`config.mk`:
```
export PLATFORM = sky130hd
export DESIGN_NAME = seq_divider
export DESIGN_NICKNAME = d
export VERILOG_FILES = /design/src/rtl/div_pkg.sv /design/src/rtl/div_sign_fix.sv /design/src/rtl/seq_divider.sv
export SDC_FILE = /design/constraint.sdc
export NUM_CORES = 1
export LEC_CHECK = 0
export CAP_MARGIN = 10
export CORE_MARGIN = 3
export CORE_UTILIZATION = 30
export DETAILED_ROUTE_END_ITERATION = 7
export SLEW_MARGIN = 0
export SYNTH_ARGS = -nofsm -noshare
export SYNTH_HDL_FRONTEND = slang
export SYNTH_HIERARCHICAL = 1
export SYNTH_SLANG_ARGS = --single-unit
```
`constraint.sdc`:
```
create_clock -name clk -period 6.06 [get_ports clk]
set_input_delay 1.212 -clock clk [delete_from_list [all_inputs] [get_ports clk]]
set_output_delay 1.212 -clock clk [all_outputs]
set_load 0.01 [all_outputs]
```
`src/rtl/div_pkg.sv`:
```
// Shared types and constants for the sequential non-restoring divider.
package div_pkg;

  typedef enum logic [1:0] {
    StIdle,
    StRun,
    StFix
  } div_state_e;

  localparam int unsigned DefaultWidth = 32;
  localparam int unsigned MaxWidth     = 64;

  // Iteration counter must hold the value N itself.
  function automatic int unsigned cnt_width(int unsigned n);
    return $clog2(n + 1);
  endfunction

  localparam int unsigned CntWidth = cnt_width(DefaultWidth);

  // Quotient reported on divide-by-zero; sliced to the instance width.
  localparam logic [MaxWidth-1:0] DivZeroQ = '1;

endpackage

```
`src/rtl/div_sign_fix.sv`:
```
// Conditional two's-complement negation, used for operand magnitudes and result sign correction.
module div_sign_fix #(
  parameter int unsigned W = 32
) (
  input  logic         neg,
  input  logic [W-1:0] din,
  output logic [W-1:0] dout
);

  always_comb begin
    dout = neg ? (~din + W'(1)) : din;
  end

endmodule

```
`src/rtl/seq_divider.sv`:
```
// Multi-cycle non-restoring integer divider, one quotient bit per clock.
// SEQ_DIVIDER_SIGNED_EN selects signed operands; otherwise a, b, q, r are unsigned.
module seq_divider
  import div_pkg::*;
#(
  parameter int unsigned N = 32
) (
  input  logic         clk,
  input  logic         rst_n,
  input  logic         start,
  input  logic [N-1:0] a,
  input  logic [N-1:0] b,
  output logic         busy,
  output logic         done,
  output logic [N-1:0] q,
  output logic [N-1:0] r,
  output logic         dbz
);

  localparam int unsigned CntW = cnt_width(N);

  if (N < 4 || N > MaxWidth) begin : g_width_check
    $error("seq_divider: N out of supported range");
  end

  div_state_e      state;
  logic [CntW-1:0] count;
  logic [N:0]      p_reg;
  logic [N-1:0]    q_reg;
  logic [N-1:0]    b_mag;
  logic            q_neg;
  logic            r_neg;
  logic            dz;

  logic            neg_a;
  logic            neg_b;
  logic [N-1:0]    a_abs;
  logic [N-1:0]    b_abs;
  logic [N:0]      p_shift;
  logic [N:0]      p_step;
  logic [N-1:0]    p_rest;
  logic [N-1:0]    q_fixed;
  logic [N-1:0]    r_fixed;

`ifdef SEQ_DIVIDER_SIGNED_EN
  always_comb begin
    neg_a = a[N-1];
    neg_b = b[N-1];
  end
`else
  always_comb begin
    neg_a = 1'b0;
    neg_b = 1'b0;
  end
`endif

  div_sign_fix #(.W(N)) u_abs_a (
    .neg  (neg_a),
    .din  (a),
    .dout (a_abs)
  );

  div_sign_fix #(.W(N)) u_abs_b (
    .neg  (neg_b),
    .din  (b),
    .dout (b_abs)
  );

  // One non-restoring step: the add/subtract choice follows the sign of P before the shift.
  always_comb begin
    p_shift = {p_reg[N-1:0], q_reg[N-1]};
    p_step  = p_reg[N] ? (p_shift + {1'b0, b_mag}) : (p_shift - {1'b0, b_mag});
    // Final remainder lies in [0, |b|), so N bits of the restore are enough.
    p_rest  = p_reg[N-1:0] + (p_reg[N] ? b_mag : '0);
  end

  div_sign_fix #(.W(N)) u_fix_q (
    .neg  (q_neg),
    .din  (q_reg),
    .dout (q_fixed)
  );

  div_sign_fix #(.W(N)) u_fix_r (
    .neg  (r_neg),
    .din  (p_rest),
    .dout (r_fixed)
  );

  always_ff @(posedge clk or negedge rst_n) begin
    if (!rst_n) begin
      state <= StIdle;
      count <= '0;
      p_reg <= '0;
      q_reg <= '0;
      b_mag <= '0;
      q_neg <= 1'b0;
      r_neg <= 1'b0;
      dz    <= 1'b0;
      busy  <= 1'b0;
      done  <= 1'b0;
      q     <= '0;
      r     <= '0;
      dbz   <= 1'b0;
    end else begin
      done <= 1'b0;
      unique case (state)
        StIdle: begin
          if (start) begin
            busy  <= 1'b1;
            q_neg <= neg_a ^ neg_b;
            r_neg <= neg_a;
            b_mag <= b_abs;
            p_reg <= '0;
            count <= CntW'(N);
            if (b == '0) begin
              // Raw dividend is parked in Q so FIX can return it untouched.
              dz    <= 1'b1;
              q_reg <= a;
              state <= StFix;
            end else begin
              dz    <= 1'b0;
              q_reg <= a_abs;
              state <= StRun;
            end
          end
        end
        StRun: begin
          p_reg <= p_step;
          q_reg <= {q_reg[N-2:0], ~p_step[N]};
          count <= count - 1'b1;
          if (count == CntW'(1)) begin
            state <= StFix;
          end
        end
        StFix: begin
          busy  <= 1'b0;
          done  <= 1'b1;
          dbz   <= dz;
          state <= StIdle;
          if (dz) begin
            q <= DivZeroQ[N-1:0];
            r <= q_reg;
          end else begin
            q <= q_fixed;
            r <= r_fixed;
          end
        end
        default: state <= StIdle;
      endcase
    end
  end

endmodule

```
==> results of run 1 <==
[final timing paths]
kind | end | depth (start not counted)
min in group asynchronous | q[8] | 1
worst min register to register | q[10] | 2
worst max-delay path | p_reg[32] | 14
worst min-delay path | q[10] | 2
max in group asynchronous | b_mag[24] | 2
worst max register to register | p_reg[32] | 14
[worst max-delay path: cells and delay by family (launching register included)]
kind | cells | cell delay (ns)
compound gates | 6 | 1.76
fa+ha+maj | 1 | 0.42
simple gates | 5 | 1.67
flops | 1 | 0.44
xor+xnor | 1 | 0.20
mux | 1 | 0.17
[placed cells by master, fill, tap and decap left out, types with 7 or more instances in the layout]
cell             synthesis  routed
o41ai_2                 17      17
inv_1                   34      34
dfrtp_1                173     172
nor3_1                  20      20
o21ai_0                196     196
a211oi_1                12      12
nor4_1                  23      23
a22oi_1                 31      31
ha_1                    70      70
o21a_1                  11      11
clkdlybuf4s50_1          0     132
and2_1                  34      34
mux2_2                  33      33
or2b_1                   8       8
nand2_1                180     179
conb_1                   1      20
nor2_1                  97      96
a21oi_1                 71      71
xor2_1                  38      38
mux2i_1                 67      67
nand4_1                 22      22
nand2b_1                18      17
nand3_1                 25      25
buf_4                    5       7
o31ai_1                 38      38
clkbuf_16                0      17
nor2b_1                 14      14
a21o_1                  37      37
or3_1                   12      12
nor4_4                  16      16
xnor2_1                164     164
o41ai_1                 25      25
o21bai_1                10      10
[layout make-up]
| cell class | instances | area (um^2) |
|---|---|---|
| Clock buffer | 19 | 442.9 |
| Clock inverter | 13 | 128.9 |
| Fill cell | 4945 | 30840 |
| Inverter | 34 | 127.6 |
| Multi-Input combinational cell | 1399 | 9897 |
| Sequential cell | 173 | 4330 |
| Tap cell | 615 | 769.5 |
| Timing Repair Buffer | 141 | 1405 |
[metrics by stage]
step                instance area [um^2]  setup slack, ns
detailed placement                 16530            1.311
global route                       17100           0.9421
CTS                                17100            1.287
finish                             17100            1.284
global placement                   16530            1.412
floorplan                          14680            1.746
[routing by layer]
layer	wire length, um	track usage (%)	vias to the layer above
li1	-	-	6270
met3	2132	2.305	38
met5	0	0	-
met1	20940	23.53	6080
met2	19660	27.24	328
met4	836	4.400	0
[cell usage after synthesis (37+ instances only)]
| master | count |
|---|---|
| dfrtp_1 | 173 |
| clkbuf_1 | 64 |
| nand2_1 | 180 |
| xor2_1 | 38 |
| o31ai_1 | 38 |
| ha_1 | 70 |
| mux2i_1 | 67 |
| a21o_1 | 37 |
| o21ai_0 | 196 |
| xnor2_1 | 164 |
| a21oi_1 | 71 |
| nor2_1 | 97 |
[logic make-up (layout without fill, tap and decap cells)]
family                     count (synthesis)  after routing
DFF                                      173            173
AOI/OAI and AO/OA                        496            496
other                                      1             20
muxes                                    100            100
and+or+nand+nor                          508            508
adders and majority gates                 72             72
buffers and inverters                    120            207
xor gates and xnor gates                 203            203
[power breakdown]
group          switching [uW]  internal (uW)
combinational            4040           3080
sequential                818           1730
clock                     506            586
==> impl_metrics.tcl, run 1 <==
set metrics [dict create \
    synth.area.top_cells "dfrtp_1 (30%), xnor2_1 (9.8%), o21ai_0 (6.7%)" \
    postSynthCellCount 1673 \
    drv_cap 0 \
    drt_iter0_drc 880 \
    r2r-start "b_mag[15]" \
    numPortBuffers 133 \
    cts_resized 0 \
    worst_hold_startpoint "q[10]" \
    synth_compound_area_share_pct 22.40 \
    synth-simple-area-share_pct 19.00 \
    rsz0062_at_grt "no" \
    ir_worst_vdd_uv 237.9 \
    clock-root-buffer "clkbuf_16" \
    ys_seq_area_share_pct 29.63 \
    synth_edf_count 0 \
    antenna_found_initial 0 \
    setup_violations 0 \
    wirelength_mm 43.57 \
    status "finished, final reports clean" \
    die_x_um 226.7 \
    clkTransAtPathRegs_ns 0.07 \
    ys.flop_type "dfrtp_1" \
    cp_common_cell "o21ai_0" \
    gp_routability_congestion 0.9228 \
    synth_seq_cells 173 \
    die_h_um 226.7 \
    crit_start "b_mag[15]" \
    p_leak_uw 0.006755 \
    grt_max_degree 127 \
    ios 134 \
    cp-end-kind "flop" \
    hold_ws_ns 0.4818 \
    fin_cells 2394 \
    cts_sinks 173 \
    hold_viol 0 \
    cp-start-kind "flop" \
    critPathKind "flop to flop" \
    grt_pass1_wl_mm 69.10 \
    cts_tree "done" \
    dp_hpwl_mm 33.88 \
    synth-adder-area-share_pct 6.269 \
    fp-row-count 80 \
    start_util_pct 30.47 \
    worstPathCellList "or4_4 > or3_1 > o41ai_2 > o21ai_0 > xor2_1 > ha_1 > nand2_1 > or3_1 > nor2_1 > o21ai_0 > a21oi_1 > o21ai_0 > mux2i_1 > a2111o_1" \
    synth_area_per_cell_um2 8.733 \
    via_per_inst 5.312 \
    synth_area_um2 14610 \
    hp-class "flop to flop" \
    p_total_uw 10760 \
    route.detailed.drc 0 \
    dp_cells 2362 \
    avgRoutedWirePerCell_um 18.20 \
    ant_nets 0 \
    powerDensity_nw_per_um2 629.0 \
    die_area_um2 51380 \
    r2r_slack_ns 1.28 \
    cp_slowest_cell "o41ai_2" \
    period_needed_ns 4.776 \
    grt_pass1_vias 12420 \
    tritoncts.num_buffers 17 \
    arrival_ns 5.10 \
    synth.distinct_cells 72 \
    fin_skew_ns 0.01386 \
    cts-htree-levels 4 \
    synth_top_area_share_pct 29.63 \
    fin_util_pct 35.67 \
    worst-slew-pin-transition_ns 1.056 \
    tns_ns 0 \
    final_nets 1905 \
    synth_top_family_by_area "compound AO/OA/AOI/OAI gates" \
    cts_hold_buffers 0 \
    largest_reg_flops 64 \
    fin_crit_sh_pct 78.81 \
    drive_gt1_share_pct 7.364 \
    grt.overflow.total 0 \
    max_stage_delay_ns 0.60 \
    finalMaxSlewViolations 0 \
    ys_warn_count 6 \
    antennaDiodeCount 0 \
    muxShareOfSynthArea_pct 7.134 \
    vias 12720 \
    synthToLayoutAreaGrowth_pct 17.05 \
    synthArstFlopShare_pct 100.0 \
    crit_fanout 7 \
    clkLatencyLatePin_ns 0.45 \
    synth-xor-area-share_pct 12.22 \
    clk_path_buf_depth 2 \
    required_ns 6.39 \
    max_freq_mhz 209.4 \
    post_cts_buffers 0 \
    yosysTopAreaCell "dfrtp_1" \
    first_pass_iters 6 \
    core_area_um2 47950 \
    grt_use_total_pct 16.80 \
    worst_slew_margin_rel_pct 29.62 \
]
Note: power is estimated with default switching activity, not from simulation.
==> run 2, diff against run 1 <==
Clock period 6.06 ns to 4.9 ns, I/O delays scaled along.
==> impl_metrics.tcl, run 2 (same netlist as run 1, synthesis figures left out) <==
set metrics [dict create \
    cts_sinks 173 \
    final_cell_mix "o21ai_0 (196), nand2_1 (179), dfrtp_1 (172), xnor2_1 (164), clkdlybuf4s50_1 (132)" \
    die_area_um2 51380 \
    worstPathCellList "or4_4 > or3_1 > o41ai_2 > buf_4 > o21ai_0 > xor2_1 > ha_1 > a21oi_1 > o211ai_1 > a221oi_1 > a21oi_1 > o21ai_0 > mux2i_1 > a2111o_1" \
    cts_resized 0 \
    p_leak_uw 0.006804 \
    arrival_ns 4.74 \
    wirelength_mm 44.21 \
    largest_reg_flops 64 \
    grt_pass1_vias 12280 \
    sw_frac_of_total_pct 49.63 \
    critPathKind "flop to flop" \
    powerDensity_nw_per_um2 782.6 \
    fillers 4891 \
    rsz0062_at_grt "no" \
    clkLatencyLatePin_ns 0.45 \
    post_cts_buffers 0 \
    cp_slowest_cell "or4_4" \
    crit_family "compound AO/OA/AOI/OAI gates" \
    grt_max_degree 90 \
    period_needed_ns 4.411 \
    hold_ws_ns 0.4814 \
    fp-row-count 80 \
    avgRoutedWirePerCell_um 18.41 \
    tns_ns 0 \
    vias 12860 \
    seqPwrFrac_pct 23.5 \
    worst_slew_margin_rel_pct 36.07 \
    die_h_um 226.7 \
    antennaDiodeCount 0 \
    clkTransAtPathRegs_ns 0.07 \
    hp-class "flop to flop" \
    grt.overflow.total 0 \
    combPwrFrac_pct 66.4 \
    gp_routability_congestion 0.9118 \
    route.detailed.drc 0 \
    drive_gt1_share_pct 7.834 \
    area.sequential_um2 4330 \
    ios 134 \
    p_clk_share_pct 10.2 \
    p_sw_uw 6673 \
    setup_violations 0 \
    antenna_found_initial 0 \
    finalMaxSlewViolations 0 \
    cts-htree-levels 4 \
    crit_fanout 7 \
    clk_path_buf_depth 2 \
    multi_input_area_um2 9897 \
    worst-slew-pin-transition_ns 0.9566 \
    max_freq_mhz 226.7 \
    status "finished, final reports clean" \
    cp-end-kind "flop" \
    fin_skew_ns 0.01246 \
    cts_tree "done" \
    critPathBufInv 1 \
    start_util_pct 30.47 \
    core_area_um2 47950 \
    grt_use_total_pct 17.00 \
    final_common_cell "o21ai_0" \
    cp-start-kind "flop" \
    ir_worst_vdd_uv 264.0 \
    grt_pass1_wl_mm 69.66 \
    final_nets 1915 \
    ant_nets 0 \
    fin_crit_sh_pct 90.02 \
    tritoncts.num_buffers 17 \
    via_per_inst 5.354 \
    p_int_uw 6772 \
    numPortBuffers 133 \
    clock-root-buffer "clkbuf_16" \
    drv_cap 0 \
    drt_iter0_drc 848 \
    die_x_um 226.7 \
    first_pass_iters 7 \
    cts_hold_buffers 0 \
    max_stage_delay_ns 0.55 \
    hold_viol 0 \
    dp_hpwl_mm 34.81 \
    synthToLayoutAreaGrowth_pct 17.59 \
    required_ns 5.23 \
]
run 2: cell count changes in the layout (fill, tap and decap cells not counted):
| cell | before | now |
|---|---|---|
| clkinv_4 | 4 | 0 |
| clkinv_2 | 2 | 3 |
| clkinvlp_4 | 1 | 2 |
| buf_4 | 7 | 17 |
| clkbuf_1 | 1 | 0 |
| bufinv_16 | 1 | 2 |
run 2: cell type report:
class,instances,area share (%)
multi-input combinational,1399,57.61
clock inverter,12,0.7938
sequential,173,25.21
inverter,34,0.7428
timing repair buffer,151,8.616
clock buffer,18,2.556
tap,615,4.479
run 2: final timing paths:
kind | cells past startpoint | endpoint | slack [ns] | startpoint
worst min-delay path | 2 | q[9] | 0.48 | q[9]
max in group asynchronous | 2 | q_reg[24] | 3.37 | rst_n
worst max register to register | 14 | p_reg[32] | 0.49 | b_mag[16]
min in group asynchronous | 1 | q[8] | 0.61 | rst_n
worst max-delay path | 14 | p_reg[32] | 0.49 | b_mag[16]
worst min register to register | 2 | q[9] | 0.48 | q[9]
run 2: worst register-to-register path, stage by stage (launching register included):
cell and delay [ns]:
dfrtp_1 0.42, or4_4 0.55, or3_1 0.44, o41ai_2 0.24, buf_4 0.20, o21ai_0 0.11, xor2_1 0.17, ha_1 0.39
a21oi_1 0.27, o211ai_1 0.13, a221oi_1 0.38, a21oi_1 0.15, o21ai_0 0.31, mux2i_1 0.14, a2111o_1 0.40
run 2: stage by stage:
stage / worst slack [ns] / power (uW) / cells / utilization, % / cell area, um^2
finish: 0.4889 / 13450 / 2402 / 35.83 / 17180
global route: 0.1442 / 14610 / 2402 / 35.83 / 17180
CTS: 0.4879 / 13410 / 2402 / 35.83 / 17180
detailed placement: 0.5003 / 11990 / 2372 / 34.63 / 16600
global placement: 0.5594 / 11950 / 2372 / 34.63 / 16600
floorplan: 0.5862 / 9252 / 1692 / - / 14680
run 2: layer usage:
metal	up-vias	track usage (%)	routed length (um)
met5	-	0	0
met4	0	4.176	741
met3	39	2.460	2004
met2	334	27.15	19920
met1	6178	24.18	21540
li1	6310	-	-
run 2: power by group through the flow:
stage / clock network, uW / logic, uW / registers (uW)
global route: 1460 / 9880 / 3260
detailed placement: 0 / 8810 / 3170
finish: 1370 / 8920 / 3160
floorplan: 0 / 6390 / 2860
CTS: 1400 / 8870 / 3150
global placement: 0 / 8800 / 3150
==> run 3, diff against run 2 <==
Settings changed: CORE_UTILIZATION 30 to 45.
==> impl_metrics.tcl, run 3 (same netlist as run 1, synthesis figures left out) <==
set metrics [dict create \
    numPortBuffers 133 \
    vias 12800 \
    clock-root-buffer "clkbuf_16" \
    worst-slew-pin-transition_ns 1.003 \
    ir_worst_vdd_uv 316.8 \
    largest_reg_flops 64 \
    antenna_found_initial 0 \
    setup_violations 0 \
    die_h_um 186.2 \
    die_x_um 186.2 \
    cts-htree-levels 4 \
    cp-start-kind "flop" \
    tns_ns 0 \
    drive_gt1_share_pct 7.623 \
    avgRoutedWirePerCell_um 18.50 \
    cts_sinks 173 \
    hp-class "flop to flop" \
    drt_iter0_drc 706 \
    cp_slowest_cell "or4_2" \
    max_freq_mhz 225.6 \
    period_needed_ns 4.433 \
    cp-end-kind "flop" \
    cts_hold_buffers 0 \
    arrival_ns 4.76 \
    worst_hold_startpoint "busy" \
    max_stage_delay_ns 0.60 \
    synthToLayoutAreaGrowth_pct 16.02 \
    final_common_cell "o21ai_0" \
    crit_fanout 8 \
    drv_cap 0 \
    antennaDiodeCount 0 \
    first_pass_iters 8 \
    crit_start "b_mag[16]" \
    cts_resized 0 \
    finalMaxSlewViolations 0 \
    gp_routability_congestion 0.9357 \
    final_nets 1912 \
    fillers 3019 \
    required_ns 5.23 \
    route.detailed.drc 0 \
    grt_max_degree 103 \
    grt_pass1_vias 12260 \
    clkTransAtPathRegs_ns 0.06 \
    post_cts_buffers 0 \
    hold_viol 0 \
    die_area_um2 34660 \
    clkLatencyLatePin_ns 0.44 \
    worst_slew_margin_rel_pct 33.14 \
    status "finished, final reports clean" \
    tritoncts.num_buffers 17 \
    grt_pass1_wl_mm 66.13 \
    grt.overflow.total 0 \
    critPathKind "flop to flop" \
    hold_ws_ns 0.4794 \
    powerDensity_nw_per_um2 784.3 \
    worstPathCellList "or4_4 > or3_1 > o41ai_2 > buf_4 > o21ai_0 > xor2_1 > ha_1 > a21o_1 > a21o_1 > or4_2 > o21ai_0 > mux2i_1 > a2111o_1" \
    start_util_pct 45.95 \
    ant_nets 0 \
    via_per_inst 5.770 \
    fin_crit_sh_pct 90.48 \
    rsz0062_at_grt "no" \
    clk_path_buf_depth 2 \
    fin_skew_ns 0.005992 \
    cts_tree "done" \
    r2r-start "b_mag[16]" \
    wirelength_mm 41.06 \
    fp-row-count 65 \
    dp_hpwl_mm 32.75 \
    core_area_um2 31800 \
    p_leak_uw 0.006802 \
    grt_use_total_pct 23.96 \
    ios 134 \
    final_cell_mix "o21ai_0 (196), nand2_1 (179), dfrtp_1 (172), xnor2_1 (164), clkdlybuf4s50_1 (132)" \
]
run 3: layout make-up:
class / instances / area, um^2 / share of cell area (%)
inverter: 34 / 127.6 / 0.7529
clock inverter: 6 / 82.58 / 0.4872
sequential: 173 / 4330 / 25.55
timing repair buffer: 148 / 1458 / 8.599
tap: 435 / 544.3 / 3.211
multi-input combinational: 1399 / 9897 / 58.38
clock buffer: 24 / 511.7 / 3.019
run 3: worst paths after layout:
kind | depth (start not counted) | slack [ns] | endpoint
setup / recovery | 13 | 0.47 | p_reg[32]
hold / removal | 2 | 0.48 | busy
setup reg to reg | 13 | 0.47 | p_reg[32]
hold reg to reg | 2 | 0.48 | busy
max in group asynchronous | 2 | 3.42 | b_mag[30]
min in group asynchronous | 1 | 0.59 | q[2]
run 3: through the flow:
step                power (uW)  worst slack, ns  instance area, um^2  utilization (%)  cells
floorplan                 9252           0.5862                14680                -   1692
global placement         11750           0.5572                16360            51.44   2189
detailed placement       11850           0.4640                16360            51.44   2189
CTS                      13280           0.4596                16950            53.31   2219
global route             14470           0.2275                16950            53.31   2219
finish                   13300           0.4667                16950            53.31   2219
run 3: layer usage:
layer  vias up  track usage, %  part of all wire, %
li1       6298               -                    -
met1      6083           32.50                   46
met2       346           39.32                   46
met3        77           2.995                  4.5
met4         0           9.175                  3.6
met5         -               0                    0
run 3: report_power, final:
group / internal, uW / switching (uW) / leakage, uW
combinational: 3860 / 4940 / 0.00438
clock: 824 / 558 / 0.000294
sequential: 2140 / 975 / 0.00213
run 3: worst max-delay path, delay by kind of cell (launching register included):
kind	cells	cell delay [ns]
muxes	1	0.13
AOI/OAI and AO/OA	6	1.38
buffers and inverters	1	0.20
xor gates and xnor gates	1	0.17
adders and majority gates	1	0.39
and+or+nand+nor	3	1.62
DFF	1	0.42
==> variant 1, RTL diff (settings of run 1) <==
Set the parameter `N` to 64 (it was 32).
--- a/src/rtl/seq_divider.sv
+++ b/src/rtl/seq_divider.sv
@@ -5,3 +5,3 @@
 #(
-  parameter int unsigned N = 32
+  parameter int unsigned N = 64
 ) (
Ports: changed (resized a, b, q and r); port bits go from 134 to 262. No check against the original RTL was run, so the function may have changed too.
==> variant 1 against run 1 <==
  * Area after synthesis is 100% higher
  * Global-route usage is 1.6 points higher
  * Routed wire length is 120% higher
  * Total power is 120% higher
  * Sequential share of layout area is 1.0 points lower
  * Worst setup slack worse by 0.57 ns
  * Clock skew is 0.0070 ns higher
  * Highest routed layer is now met5
  * Synthesized cell count is 110% higher
  * Design area is 100% higher
  * Maximum frequency is 11% lower
  * Sequential cell count is 161 higher
  * Count of clock-buffer cells in the layout is 31 higher
  * Utilization is 0.15 points lower
==> variant 1: results (changes against run 1) <==
run status completed (unchanged); peak fanout along the critical path 8 (was 7); first-pass GRT wire length 151 mm (was 69.1 mm); top cells by area in the synthesized netlist sky130_fd_sc_hd__dfrtp_1 28%, sky130_fd_sc_hd__xnor2_1 9.8%, sky130_fd_sc_hd__nand2_1 7.3%, sky130_fd_sc_hd__o21ai_0 6.3%, sky130_fd_sc_hd__ha_1 5.7% (was sky130_fd_sc_hd__dfrtp_1 30%, sky130_fd_sc_hd__xnor2_1 9.8%, sky130_fd_sc_hd__o21ai_0 6.7%, sky130_fd_sc_hd__ha_1 6.0%, sky130_fd_sc_hd__nand2_1 4.6%); worst reg2reg path endpoint q_reg[0] (was p_reg[32]); share of final-layout standard cells stronger than drive strength 1 0.0736 (about the same); total number of nets in the final design 3931 (was 1905); number of port buffers 261 (was 133); total number of vias 26.3k (was 12.7k); clock network fraction of design power 0.114 (was 0.101); number of global-route vias before repair 25.4k (was 12.4k); drt total wl 96.6 mm (was 43.6 mm); r2r worst-path depth 19 (was 14); tightest hold margin 0.463 ns (was 0.482 ns); DP HPWL 75.8 mm (was 33.9 mm); number of fill cells in the layout 10.1k (was 4945); Max H-tree Level 2 (was 4); Largest register FFs 128 (was 64); insertion delay to the later sink of the worst-skew pair 0.58 ns (was 0.45 ns); min-delay src q[9] (was q[10]); post-detailed-route via-to-cell ratio 5.29 (was 5.31); final worst-path setup slack 0.710 ns (was 1.28 ns); cell total after placement 4898 (was 2362); deepest clock path buffer count 3 (was 2); setup slack at placement 0.758 ns (was 1.31 ns); max-slew headroom at the worst pin 0.383 (was 0.296); Crit path largest cell delay 0.47 ns (was 0.60 ns); part of the power in combinational logic 0.679 (was 0.662); synthesized area divided by synthesized cell count 8.30 um^2 (was 8.73 um^2); cell with the largest stage delay on the worst path sky130_fd_sc_hd__nor4_1 (was sky130_fd_sc_hd__o41ai_2); GRT Overall Usage 0.184 (was 0.168); switching fraction of total power 0.507 (was 0.498); destination of the worst hold path q[9] (was q[10]); most numerous cell types in the synthesized netlist 573 x sky130_fd_sc_hd__nand2_1, 368 x sky130_fd_sc_hd__o21ai_0, 334 x sky130_fd_sc_hd__dfrtp_1 (was 196 x sky130_fd_sc_hd__o21ai_0, 180 x sky130_fd_sc_hd__nand2_1, 173 x sky130_fd_sc_hd__dfrtp_1)
variant 1: cell count changes after synthesis, sizes merged, moves of 60 or more:
cell	before	now
o21ai	197	397
mux2i	67	127
clkbuf	64	160
xnor2	165	328
xor2	38	99
o31ai	38	107
ha	70	134
dfrtp	173	334
a21oi	72	182
nand2	180	574
variant 1: layout make-up:
class | instances | area [um^2] | share of cell area
multi-input combinational | 2935 | 20000 | 0.580
inverter | 72 | 270 | 0.00786
clock buffer | 50 | 1110 | 0.0322
clock inverter | 22 | 312 | 0.00906
sequential | 334 | 8360 | 0.243
tap | 1276 | 1600 | 0.0464
antenna | 3 | 7.51 | 0.000218
timing repair buffer | 281 | 2790 | 0.0812
variant 1: per-layer routing:
layer  share of wire  vias to the layer above  global-route usage  wire length (um)
met5         0.00013                        -                   0                13
met4           0.022                        2              0.0441              2100
met3           0.067                      108              0.0348              6490
met2            0.43                      714               0.279             41200
met1            0.48                    12470               0.268             46900
li1                -                    13010                   -                 -
variant 1: logic make-up after synthesis:
group           count (synthesis)  share of synthesized area
compound gates               1045                      0.237
xor+xnor                      427                      0.127
fa+ha+maj                     136                     0.0585
buf+inv                       269                     0.0367
flops                         334                      0.285
mux                           129                     0.0441
other cells                     1                   0.000128
simple gates                 1194                      0.211
variant 1: how the worst max path moves through the flow:
stage	cells past startpoint	to	start
after floorplan	21	p_reg[63]	b_mag[4]
after global placement	19	q_reg[0]	b_mag[10]
after detailed placement	20	p_reg[63]	b_mag[10]
after CTS	19	q_reg[0]	b_mag[10]
after global routing	19	q_reg[0]	b_mag[10]
final	19	q_reg[0]	b_mag[10]
variant 1: tightest hold or removal path, delay by kind of cell (launching register included):
kind / cells / cell delay (ns)
and+or+nand+nor: 2 / 0.09
DFF: 1 / 0.34
==> variant 2, RTL diff (config.mk and constraints of run 1) <==
Without the edit above. The 3 states of `div_state_e` get a one-hot encoding in 3 bits.
--- a/src/rtl/div_pkg.sv
+++ b/src/rtl/div_pkg.sv
@@ -3,6 +3,6 @@
 
-  typedef enum logic [1:0] {
-    StIdle,
-    StRun,
-    StFix
+  typedef enum logic [2:0] {
+    StIdle = 3'b001,
+    StRun  = 3'b010,
+    StFix  = 3'b100
   } div_state_e;
Formal check against the unedited RTL: no difference found for any inputs over 4 cycles, from zero or initial values and one cycle with rst_n low; so few cycles prove little.
==> variant 2 against run 1 <==
  * Area after synthesis decreased by 0.91%
  * Utilization increased by 0.35 points
  * Routed wire length down 4.7%
  * Sequential cell count rose by 1
  * Design area shrank 0.70%
  * Worst setup slack improved by 0.26 ns
  * Sequential power decreased by 7.8%
  * Worst hold slack better by 0.011 ns
  * First-iteration DRC count is 15% higher
  * Total power decreased by 23%
  * Largest power group unchanged
==> variant 2: results (changes against run 1) <==
run status completed (unchanged); routed len/inst 17.1 um (was 18.2 um); maximum number of pins on one net before global-route repair 86 (was 127); maximum vdd ir drop 224 uV (was 238 uV); worst slew pin tran 1.11 ns (was 1.06 ns); DP HPWL 32.3 mm (was 33.9 mm); FF-to-FF setup slack 1.54 ns (was 1.28 ns); P_int 0.00425 W (was 0.00540 W); count of different cell masters after synthesis 67 (was 72); total number of vias 12.9k (was 12.7k); worst reg2reg path endpoint q_reg[0] (was p_reg[32]); r2r worst-path depth 16 (was 14); Placer Congestion 0.905 (was 0.923); area of placed instances 0.0164 mm^2 (was 0.0165 mm^2); sequential element share of the synthesized area 0.301 (was 0.296); DRC violation total after the first TritonRoute iteration 1016 (was 880); peak fanout along the critical path 5 (was 7); Post-Route Skew 0.0177 ns (was 0.0139 ns); source of the critical timing path b_mag[5] (was b_mag[15]); total number of nets in the final design 1951 (was 1905); first-pass GRT wire length 66.1 mm (was 69.1 mm); number of global-route vias before repair 12.0k (was 12.4k); share of final-layout standard cells stronger than drive strength 1 0.0575 (was 0.0736); shortest period the worst path allows 4.52 ns (was 4.78 ns); detailed-router iteration count before antenna repair 5 (was 6); leakage dissipation 6.63 nW (was 6.75 nW); Crit path largest cell delay 0.56 ns (was 0.60 ns)
variant 2: cell count changes in the layout (fill, tap and decap cells not counted), sizes merged, moves of 9 or more:
cell,delta
xor2,+11
nand2b,+9
mux2,-32
nor2,+53
a21oi,+66
nand3,+12
nand2,+15
o21ai,-53
variant 2: cells by family after synthesis:
| logic type | after synthesis | synth area share |
|---|---|---|
| and+or+nand+nor | 598 | 0.218 |
| buffers and inverters | 117 | 0.0316 |
| adders and majority gates | 72 | 0.0633 |
| muxes | 66 | 0.0457 |
| xor gates and xnor gates | 206 | 0.125 |
| AOI/OAI and AO/OA | 483 | 0.216 |
| DFF | 174 | 0.301 |
| other | 1 | 0.000259 |
variant 2: worst reg2reg max path, delay by kind of cell, from the launching register on:
kind / cells / cell delay [ns]
compound gates: 8 / 1.81
xor+xnor: 1 / 0.14
fa+ha+maj: 1 / 0.34
flops: 1 / 0.43
mux: 1 / 0.23
simple gates: 5 / 1.45
variant 2: area by class of cell:
cell class,instances,area (um^2),share of cell area
inverter,29,109,0.00641
timing repair buffer,145,1420,0.0838
tap,607,759,0.0447
multi-input combinational,1445,9750,0.574
clock inverter,13,138,0.00810
sequential,174,4360,0.257
clock buffer,19,443,0.0261
variant 2: power groups by stage:
stage,registers [W],clock network (W),logic [W]
6_report,0.00235,0.00108,0.00481
3_5_place_dp,0.00236,0,0.00476
2_1_floorplan,0.00214,0,0.00346
5_1_grt,0.00241,0.00116,0.00537
4_1_cts,0.00234,0.00111,0.00479
3_3_place_gp,0.00235,0,0.00472
variant 2: stage by stage:
step,instances,utilization
final,2432,0.360
after global routing,2432,0.360
after CTS,2432,0.360
after detailed placement,2400,0.348
after global placement,2400,0.348
after floorplan,1736,-
variant 2: how the worst min path moves through the flow:
stage                    end  cells past startpoint  slack, ns     start
floorplan           count[5]                      1       0.45  count[5]
global placement    count[5]                      1       0.47  count[5]
detailed placement  count[5]                      1       0.47  count[5]
CTS                 count[5]                      1       0.49  count[5]
global route             dbz                      1       0.55       dbz
finish              count[5]                      1       0.49  count[5]
variant 2: layer usage:
| metal | global-route usage | routed length (um) | share of wire | vias to the layer above |
|---|---|---|---|---|
| met5 | 0 | 0 | 0 | - |
| met4 | 0.0377 | 658 | 0.016 | 0 |
| met3 | 0.0246 | 2130 | 0.051 | 37 |
| met2 | 0.247 | 18300 | 0.44 | 370 |
| met1 | 0.233 | 20500 | 0.49 | 6084 |
| li1 | - | - | - | 6360 |
